--- src/rtl/cpu_pkg.sv ---
// Shared CPU definitions: pipeline sequencing states and architectural constants.
package cpu_pkg;

    // Sequencing states of the hazard/stall controller
    typedef enum logic {
        RUN = 1'b0,
        MUL = 1'b1
    } state_t;

    // Register zero is hard-wired; a load targeting it never creates a hazard
    localparam logic [4:0]  REG_ZERO = 5'd0;

    // IF/ID is cleared to this encoding when flushed
    localparam logic [31:0] NOP_INST = 32'b0;

endpackage

--- src/rtl/sat_counter.sv ---
// Saturating up-counter with synchronous clear, used for performance counters.
module sat_counter #(
    parameter int CNT_W = 32
) (
    input  logic             clk,
    input  logic             clear,
    input  logic             inc,
    output logic [CNT_W-1:0] count
);

    // Clear has priority; once all-ones the counter holds instead of wrapping
    always_ff @(posedge clk) begin
        if (clear) begin
            count <= '0;
        end else if (inc && (count != '1)) begin
            count <= count + CNT_W'(1);
        end
    end

endmodule

--- src/rtl/hazard_stall_ctrl.sv ---
// Pipeline sequencing controller: load-use bubbles, branch/jump flushes,
// multi-cycle multiply occupancy of EX, plus stall/flush performance counters.
module hazard_stall_ctrl
    import cpu_pkg::*;
#(
    parameter int MUL_LAT = 4,
    parameter int CNT_W   = 32
) (
    input  logic             clk,
    input  logic             rst_i,
    input  logic [4:0]       IFID_rs_i,
    input  logic [4:0]       IFID_rt_i,
    input  logic             IDEX_MemRead_i,
    input  logic [4:0]       IDEX_rt_i,
    input  logic             Branch_taken_i,
    input  logic             Jump_i,
    input  logic             Mul_start_i,
    output logic             PC_Write_o,
    output logic             IFID_Write_o,
    output logic             Flush_o,
    output logic             IDEX_Bubble_o,
    output logic             IDEX_Hold_o,
    output logic [CNT_W-1:0] stall_cnt_o,
    output logic [CNT_W-1:0] flush_cnt_o
);

    // Down-counter only has to hold MUL_LAT-1
    localparam int              CW       = (MUL_LAT > 2) ? $clog2(MUL_LAT) : 1;
    localparam logic [CW-1:0]   CNT_INIT = CW'(MUL_LAT - 1);
    localparam logic [CW-1:0]   CNT_LAST = CW'(1);

    state_t        state;
    logic [CW-1:0] cnt;
    logic          load_use;
    logic          redirect;

    assign load_use = IDEX_MemRead_i && (IDEX_rt_i != REG_ZERO) &&
                      ((IDEX_rt_i == IFID_rs_i) || (IDEX_rt_i == IFID_rt_i));
    assign redirect = Branch_taken_i || Jump_i;

    // State and multiply occupancy counter; a load-use or redirect in ID
    // pre-empts a multiply start (a malformed branch+mul is treated as branch)
    always_ff @(posedge clk) begin
        if (rst_i) begin
            state <= RUN;
            cnt   <= '0;
        end else begin
            case (state)
                RUN: begin
                    if (!load_use && !redirect && Mul_start_i) begin
                        state <= MUL;
                        cnt   <= CNT_INIT;
                    end
                end
                MUL: begin
                    cnt <= cnt - CW'(1);
                    if (cnt == CNT_LAST) begin
                        state <= RUN;
                    end
                end
                default: begin
                    state <= RUN;
                    cnt   <= '0;
                end
            endcase
        end
    end

    // Control outputs: combinational so they settle before the edge that
    // IF/ID and ID/EX sample; reset forces a flush so IF/ID loads a NOP
    always_comb begin
        PC_Write_o    = 1'b1;
        IFID_Write_o  = 1'b1;
        Flush_o       = 1'b0;
        IDEX_Bubble_o = 1'b0;
        IDEX_Hold_o   = 1'b0;
        if (rst_i) begin
            PC_Write_o    = 1'b0;
            Flush_o       = 1'b1;
            IDEX_Bubble_o = 1'b1;
        end else if (state == MUL) begin
            PC_Write_o   = 1'b0;
            IFID_Write_o = 1'b0;
            IDEX_Hold_o  = 1'b1;
        end else if (load_use) begin
            PC_Write_o    = 1'b0;
            IFID_Write_o  = 1'b0;
            IDEX_Bubble_o = 1'b1;
        end else if (redirect) begin
            Flush_o = 1'b1;
        end
    end

    sat_counter #(.CNT_W(CNT_W)) u_stall_cnt (
        .clk   (clk),
        .clear (rst_i),
        .inc   (!PC_Write_o),
        .count (stall_cnt_o)
    );

    sat_counter #(.CNT_W(CNT_W)) u_flush_cnt (
        .clk   (clk),
        .clear (rst_i),
        .inc   (Flush_o),
        .count (flush_cnt_o)
    );

endmodule
--- config.mk ---
export PLATFORM = sky130hd
export DESIGN_NAME = hazard_stall_ctrl
export DESIGN_NICKNAME = d
export VERILOG_FILES = /design/src/rtl/cpu_pkg.sv /design/src/rtl/sat_counter.sv /design/src/rtl/hazard_stall_ctrl.sv
export SDC_FILE = /design/constraint.sdc
export NUM_CORES = 1
export LEC_CHECK = 0
export CAP_MARGIN = 20
export CORE_ASPECT_RATIO = 1.5
export CORE_MARGIN = 5
export CORE_UTILIZATION = 46
export CTS_BUF_LIST = sky130_fd_sc_hd__clkbuf_4
export DETAILED_ROUTE_END_ITERATION = 8
export GPL_TIMING_DRIVEN = 1
export PLACE_DENSITY = 0.89
export SKIP_LAST_GASP = 1
export SYNTH_ARGS = -nofsm -noshare
export SYNTH_HDL_FRONTEND = slang
export SYNTH_SLANG_ARGS = --single-unit
--- constraint.sdc ---
create_clock -name clk -period 2 [get_ports clk]
set_clock_uncertainty 0.15 [all_clocks]
set_input_delay 0.4 -clock clk [delete_from_list [all_inputs] [get_ports clk]]
set_output_delay 0.4 -clock clk [all_outputs]
set_load 0.01 [all_outputs]
# Yosys cells after proc, flatten, opt, wreduce, memory -nomap -nowiden
# Cells that the tools add are included.
# totals
regBits	67
latchBits	0
mem_bits_rw	0
romBits	0
in_bits	21
out_inout_bits	69
n_memories	0
# op_classes
addsub	3
multipliers	0
n_div	0
order_cmp	0
eq_ne	6
shift	0
n_mux	18
bitwise	1
reduce_logical	12
# op_table
op	count
$add A32 B1 Y32 const B	2
$ne A32 B32 Y1 const B	2
$mux W1	15
$eq A5 B5 Y1	2
$logic_and A1 B1 Y1	6
$reduce_bool A5 Y1	1
$pmux W2 S2	1
$logic_not A1 Y1	3
$eq A2 B1 Y1 const B	1
$logic_or A1 B1 Y1	2
$mux W2	1
$ne A2 B2 Y1 const B	1
$pmux W1 S2	1
$sub A2 B1 Y2 const B	1
$not A1 Y1	1

# Depth between registers and ports, before layout
# Gate-level depths: netlist of run 1.
# logic_depth
depth_word	8
mapped_depth	9
depth_no_buf	8

# By module
# A second synthesis of run 1 with hierarchy kept.
# hier_totals
hier_cells	446
area_unflattened_um2	3709.8
# by_module_without_submodules
mod	instances	cells_per_inst	area_each_um2	seq_area_each_um2
sat_counter	2	199	1674.1	640.6
hazard_stall_ctrl	1	48	361.6	60.1

# Worst setup path before layout of run 1
# Ideal clock, no wire load.
# synth_path
path_kind	register to register
start	reg u_flush_cnt.count[0]
end	reg u_flush_cnt.count[14]
setup_time_ns	0.128
t_arrival_ns	1.943
path_slack_ns	-0.221
stages_incl_launch_ff	9
path_cell_list	dfxtp_1 > ha_1 > nand3_1 > nor3_1 > nand3_1 > buf_2 > nand3_1 > xor2_1 > nor2_1
# synth_via
elab_chain_cells	2
word_cells_on_any_way	3
cone_classes	add/sub: 1; eq/ne: 1; reduce/logical: 1
# synth_rtl
element	line_no	source
from (decl)	sat_counter.sv:8	output logic [CNT_W-1:0] count
from (signal assigned)	sat_counter.sv:16	count <= count + CNT_W'(1);
parallel branches: the longest is 2 deep, another holds $add A32 B1 Y32	-	
# Parallel ways; which one is timed is not known.
# A chain may end at the register's enable or synchronous reset.

# Final worst setup path of run 1
# layout_path
start	in IDEX_rt_i[3]
end	out IFID_Write_o
# layout_via
elab_chain_cells	6
word_cells_on_any_way	9
cone_classes	eq/ne: 2; mux: 3; reduce/logical: 4
# layout_rtl
element	line_no	source
from (decl)	hazard_stall_ctrl.sv:14	input logic [4:0] IDEX_rt_i,
$eq A5 B5 Y1 / $reduce_bool A5 Y1 (equally long branches)	hazard_stall_ctrl.sv:38, hazard_stall_ctrl.sv:37	
$logic_or A1 B1 Y1 / $logic_and A1 B1 Y1 (equally long branches)	hazard_stall_ctrl.sv:38, hazard_stall_ctrl.sv:37	
$logic_and A1 B1 Y1 *	hazard_stall_ctrl.sv:37	assign load_use = IDEX_MemRead_i && (IDEX_rt_i != REG_ZERO) &&
$mux W1 *	hazard_stall_ctrl.sv:85	end else if (load_use) begin
$mux W1 *	hazard_stall_ctrl.sv:81	end else if (state == MUL) begin
$mux W1 *	hazard_stall_ctrl.sv:77	if (rst_i) begin
to (decl)	hazard_stall_ctrl.sv:19	output logic IFID_Write_o,
# Every way passes the cells marked *; elsewhere a longest branch is shown, timed or not.

==> results of run 1 <==
state kept, by name, summed over array words and instances, names as in the netlist:
| signal | cells |
|---|---|
| u_flush_cnt.count | 32 |
| u_stall_cnt.count | 32 |
| cnt | 2 |
| state | 1 |
through the flow:
| step | cells | setup WS, ns |
|---|---|---|
| detailed placement | 684 | -1.10 |
| floorplan | 421 | -0.125 |
| global route | 715 | -0.280 |
| CTS | 713 | -0.180 |
| finish | 715 | -0.236 |
| global placement | 684 | -0.995 |
layer usage:
layer | share of wire [%] | track usage [%] | vias up
met4 | 4.4 | 15.6 | 0
met2 | 56 | 50.7 | 188
li1 | - | - | 1846
met1 | 34 | 25.2 | 1952
met5 | 0 | 0 | -
met3 | 5.3 | 6.79 | 54
final cells by class:
cell class,count,share of cell area (%)
clock buffers,11,1.39
clock inverters,2,0.147
inverters,8,0.505
multi-input cells,329,42.0
flip-flops and latches,67,23.6
well taps,100,2.10
repair buffers,198,30.3
layout by cell type (no fill, tap or decap), types with 17 or more instances in the layout:
| cell type | count |
|---|---|
| buf_6 | 26 |
| dfxtp_2 | 32 |
| nand4_1 | 29 |
| dlygate4sd2_1 | 25 |
| clkdlybuf4s50_1 | 22 |
| and3_1 | 20 |
| buf_4 | 86 |
| nand2_1 | 19 |
| dfxtp_1 | 29 |
| nand3_1 | 17 |
| xor2_1 | 50 |
| nor2_1 | 72 |
| dlymetal6s2s_1 | 23 |
| nand3_2 | 25 |
tightest hold or removal path, cell delays in order, from the launching register on:
cell     delay, ns
dfxtp_1       0.35
inv_1         0.06
a21oi_1       0.06
cell families after synthesis:
family / synth area share, %
adder cells (fa/ha/maj): 1.08
XOR/XNOR: 17.4
buffers and inverters: 2.82
AO/OA/AOI/OAI: 4.23
flip-flops: 38.7
AND/OR/NAND/NOR: 35.7
where the power goes:
| part | switching (W) | total [W] | internal [W] |
|---|---|---|---|
| Clock | 0.000460 | 0.000719 | 0.000258 |
| Sequential | 0.0000209 | 0.00137 | 0.00135 |
| Combinational | 0.000223 | 0.000438 | 0.000215 |
how the worst min path moves through the flow:
stage | start | end | slack [ns] | depth (start not counted)
2_1_floorplan | cnt[0]$_SDFFE_PP0P_ | cnt[0]$_SDFFE_PP0P_ | 0.29 | 2
3_3_place_gp | cnt[0]$_SDFFE_PP0P_ | cnt[0]$_SDFFE_PP0P_ | 0.30 | 2
3_5_place_dp | cnt[1]$_SDFFE_PP0P_ | cnt[1]$_SDFFE_PP0P_ | 0.33 | 2
4_1_cts | rst_i | u_stall_cnt.count[14]$_SDFFE_PP0P_ | 0.34 | 3
5_1_grt | rst_i | u_stall_cnt.count[14]$_SDFFE_PP0P_ | 0.36 | 3
6_report | cnt[0]$_SDFFE_PP0P_ | cnt[0]$_SDFFE_PP0P_ | 0.35 | 2
repair_timing:
item,4_1_cts,5_1_grt
gates resized for setup,150,100
endpoints found under the setup margin,100,98
pin swaps,45,61
buffers inserted,17,8
gates cloned,1,0
==> metrics.txt, run 1 <==
Max Fclk=around 450 MHz; P per Cell Area=425 nW/um^2; Slowest cell on crit path=or4_4; Port Buffer Count=89; largest net degree at the start of global routing=36; CP cell instances=buf_6, or4_4, o21a_4, a21oi_4, or2_4, buf_6; footprint of the multi-input gates=2500 um^2; H-tree depth=3; core area=7270 um^2; crit path max fanout=2; via count=approximately 4,000; vias in the first global route=4,183; Die Y=between 100 and 150 um; final core utilization=81.7%; Max Cap Viol=0; Initial DRT Pass Iterations=6; num rows=38; crit-path leading delay family=simple AND/OR/NAND/NOR gates; clk_lat worst skew=0.43 ns; Syn Nets=445; most used cell, CP=buf_6; Pwr Total=between 0.002 and 0.003 W; Critical Path End Type=output pin; RSZ-0062 raised after global routing=yes; DIE WIDTH=around 81 um; ranking of synthesized cells by area=dfxtp_1, xor2_1, nor2_1, nand3_1, nand4_1; CTS tree=done; slowest stage delay, CP=approximately 0.53 ns; Final min period=2.24 ns; r2r startpoint=u_flush_cnt.count[6]$_SDFFE_PP0P_; CP Buf/Inv Count=2; nets=637; FF/Latch Area=approximately 1400 um^2; Synth top area share=38.7%; ys flop type=dfxtp_1; CTS Buf Count=9; share of layout cells above drive strength 1=42.3%; GRT Total Usage=26.7%; Top Ports=90; DRC violations left=0; Final Hold Slack=0.349 ns; CTS Hold Bufs=0; worst path arrival time=roughly 1.7 ns; setup TNS=-4.35 ns; reg-to-reg endpoint=u_flush_cnt.count[29]$_SDFFE_PP0P_; slew margin rel.=75.1%; Worst Setup SP=IDEX_rt_i[3]; Final WS setup=-0.236 ns; violated checks=negative setup slack; Die ar.=~9400 um^2; Clock Path Buffers=2; initial antenna violation count=0; CP Capture Point=IFID_Write_o; Final Cell Area=slightly below 6000 um^2; Mapped Area=about 3500 um^2; area post-placement=5180 um^2; most common cell in the netlist=nor2_1; Register-to-Register Path Depth=6; Syn-to-layout area delta=71.7%; GRT overflow=0; peak supply drop=roughly 0.00044 V; Mean Syn Cell Area=8.23 um^2; CTS clock-pin slew for the worst setup and hold paths=0.10 ns; Post-synth EDFFs=0; HPWL after DPL=8210 um; Crit path depth=6; final wirelength=12,900 um; CP required=1.45 ns; Final Hold Viols=0; initial DRC count=274; R2R setup slack=-0.18 ns; Sink Count=67; first-pass GRT wire length=~19,000 um; P_leak=2.86 nW; final number of max-transition violations=0; top cells by count, synth=nor2_1, dfxtp_1, xor2_1, nand3_1, nand4_1; run status=complete, but fails checks; slew at the pin with the worst max-slew slack=roughly 0.37 ns; DR WL/cell=between 15 and 20 um; Synth cell types=43; Synth area leader=dfxtp_1; warnings from Yosys=0; CP Class=in -> out; Post-synth ARST share=0%; Seq/Total Area, Yosys=38.7%; antenna viol nets, final=0; Hold Crit Class=reg -> reg; Setup crit start kind=input pin; final worst-path cycle share=112%; number of diodes=0; Final GP Congestion=0.870; Setup-failing EPs final=50; root buffer cell=clkbuf_4; cells after synthesis=421; # fillers=400; Starting Density=47.6%; register bit total from synthesis=67; vias per cell=5.65
(Power assumes the default switching activity.)
==> run 2: changes to the inputs <==
- SETUP_SLACK_MARGIN: not set -> 0.15
==> run 2 against run 1 <==
Compared with the run above: the flow still finishes with violations (negative setup slack); routed wire length grew 8.5%; final cell count grew 0.14%; sequential share of layout area hardly changed; fmax decreased by 10%; count of clock-buffer cells in the layout increased by 1; first-iteration DRC count is 14% higher; hold slack got worse by 0.11 ns; register-to-register slack worse by 0.04 ns; via count increased by 2.8%; sequential power about the same; highest routed layer unchanged; die area did not move.
==> metrics.txt, run 2 (synthesis results as in run 1) <==
HPWL after DPL=7740 um (was 8210 um); R2R setup slack=-0.22 ns (was -0.18 ns); Starting Density=47.6% (unchanged); Max Cap Viol=0 (unchanged); violated checks=negative setup slack (unchanged); CP Class=in -> out (unchanged); DR WL/cell=19.6 um (was 18.1 um); Post-Place Worst Slack=-1.11 ns (was -1.10 ns); first-pass GRT wire length=20,400 um (was 19,500 um); CTS tree=done (unchanged); # fillers=388 (was 400); GR Util met3=6.79% (unchanged); Die Y=116 um (unchanged); initial antenna violation count=1 (was 0); Hold Crit Class=in -> reg (was reg -> reg); worst path arrival time=1.94 ns (was 1.69 ns); H-tree depth=3 (unchanged); final wirelength=14,000 um (was 12,900 um); slowest stage delay, CP=0.31 ns (was 0.53 ns); commonest non-fill, non-tap cell in the layout=buf_4 (unchanged); final number of max-transition violations=0 (unchanged); GRT overflow=0 (unchanged); RSZ-0062 raised after global routing=yes (unchanged); core area=7270 um^2 (unchanged); share of layout cells above drive strength 1=42.8% (was 42.3%); via count=4,154 (was 4,040); Final Cell Area=6010 um^2 (was 5950 um^2); P per Cell Area=446 nW/um^2 (was 425 nW/um^2); Setup crit start kind=input pin (unchanged); M2 GR Usage=52.7% (was 50.7%); initial DRC count=311 (was 274); setup TNS=-10.20 ns (was -4.35 ns); nets=634 (was 637); commonest non-fill, non-tap cells in the layout=buf_4, nor2_1, dlygate4sd2_1, xor2_1, nand3_2 (was buf_4, nor2_1, xor2_1, dfxtp_2); Slowest cell on crit path=dlygate4sd2_1 (was or4_4); P_leak=2.73 nW (was 2.86 nW); CTS Buf Count=9 (unchanged); final worst-path cycle share=124% (was 112%); hold-critical path depth=3 (was 2); area post-placement=5170 um^2 (was 5180 um^2); Die ar.=9400 um^2 (unchanged); Top Ports=90 (unchanged); Port Buffer Count=89 (unchanged); clk_lat worst skew=0.44 ns (was 0.43 ns); Final GP Congestion=0.905 (was 0.870); root buffer cell=clkbuf_4 (unchanged); most used routing layer=met2 (unchanged); Final min period=2.49 ns (was 2.24 ns); DRC violations left=0 (unchanged); antenna viol nets, final=0 (unchanged); DIE WIDTH=80.8 um (unchanged); Max Fclk=402 MHz (was 447 MHz); run status=complete, but fails checks (unchanged); Regs by FF count=u_flush_cnt.count x32, u_stall_cnt.count x32, cnt x2 (unchanged); Final Hold Viols=0 (unchanged); vias in the first global route=4,308 (was 4,183); Clock Path Buffers=2 (unchanged); num rows=38 (unchanged); largest net degree at the start of global routing=60 (was 36); Sink Count=67 (unchanged); CTS clock-pin slew for the worst setup and hold paths=0.10 ns (about the same); GRT Total Usage=28.1% (was 26.7%); slew margin rel.=56.5% (was 75.1%); Final WS setup=-0.489 ns (was -0.236 ns); crit path max fanout=2 (unchanged); Initial DRT Pass Iterations=5 (was 6); Register-to-Register Path Depth=7 (was 6); CP cell instances=dlygate4sd2_1, xnor2_2, nand3_2, o22a_1, o21ai_2, nand2b_1, buf_6 (was buf_6, or4_4, o21a_4, a21oi_4, or2_4, buf_6); CP required=1.45 ns (about the same); Critical Path End Type=output pin (unchanged); Syn-to-layout area delta=73.5% (was 71.7%); vias per cell=5.80 (was 5.65); peak supply drop=0.000418 V (was 0.000439 V); slew at the pin with the worst max-slew slack=0.652 ns (was 0.371 ns); M1 GR Usage=27.0% (was 25.2%); Setup-failing EPs final=64 (was 50)
run 2: cell count changes in the layout (fill, tap and decap cells not counted), sizes merged:
| cell | delta |
|---|---|
| bufbuf | +1 |
| clkbuf | +3 |
| buf | -6 |
| diode | +1 |
| clkdlybuf4s15 | +1 |
| clkdlybuf4s50 | -18 |
| clkinv | +2 |
| dlymetal6s2s | -23 |
| dlygate4sd2 | +40 |
run 2: metrics by stage:
stage | hold slack, ns | cells | total power [W] | util [%]
finish | 0.240 | 716 | 0.00268 | 82.6
global route | 0.247 | 716 | 0.00277 | 82.6
CTS | 0.226 | 708 | 0.00257 | 78.7
detailed placement | 0.314 | 670 | 0.00172 | 71.0
global placement | 0.297 | 670 | 0.00171 | 71.0
floorplan | 0.289 | 421 | 0.00155 | -
run 2: area by class of cell:
class	instances	area, um^2	area share [%]
antenna	1	2.50	0.0416
clock buffer	12	90.1	1.50
clock inverter	4	17.5	0.292
inverter	8	30.0	0.500
multi-input combinational	329	2530	42.1
sequential	67	1420	23.6
tap	100	125	2.08
timing repair buffer	195	1800	29.9
run 2: routing by layer:
metal,wire length (um),up-vias
met1,4880,2013
met3,815,77
met5,0,-
met2,7400,226
met4,930,0
li1,-,1838
run 2: power by group:
group          internal [W]  switching (W)
Sequential          0.00134      0.0000226
Clock              0.000286       0.000484
Combinational      0.000280       0.000264
run 2: what timing repair did:
| item | in CTS | in global routing |
|---|---|---|
| buffers inserted | 18 | 7 |
| gates resized for setup | 210 | 53 |
| pin swaps | 81 | 53 |
| setup endpoints to repair | 136 | 72 |
| cloned | 4 | 0 |
| hold buffers | 0 | 0 |
run 2: worst paths after layout:
path | from | to
min | rst_i | u_flush_cnt.count[16]$_SDFFE_PP0P_
max reg2reg | u_flush_cnt.count[23]$_SDFFE_PP0P_ | u_flush_cnt.count[30]$_SDFFE_PP0P_
min reg2reg | u_stall_cnt.count[1]$_SDFFE_PP0P_ | u_stall_cnt.count[1]$_SDFFE_PP0P_
max | IFID_rs_i[2] | Flush_o
run 2: critical path, delay by kind of cell:
kind	cells	cell delay, ns
XOR/XNOR	1	0.23
AO/OA/AOI/OAI	2	0.49
AND/OR/NAND/NOR	2	0.33
buffers and inverters	2	0.48
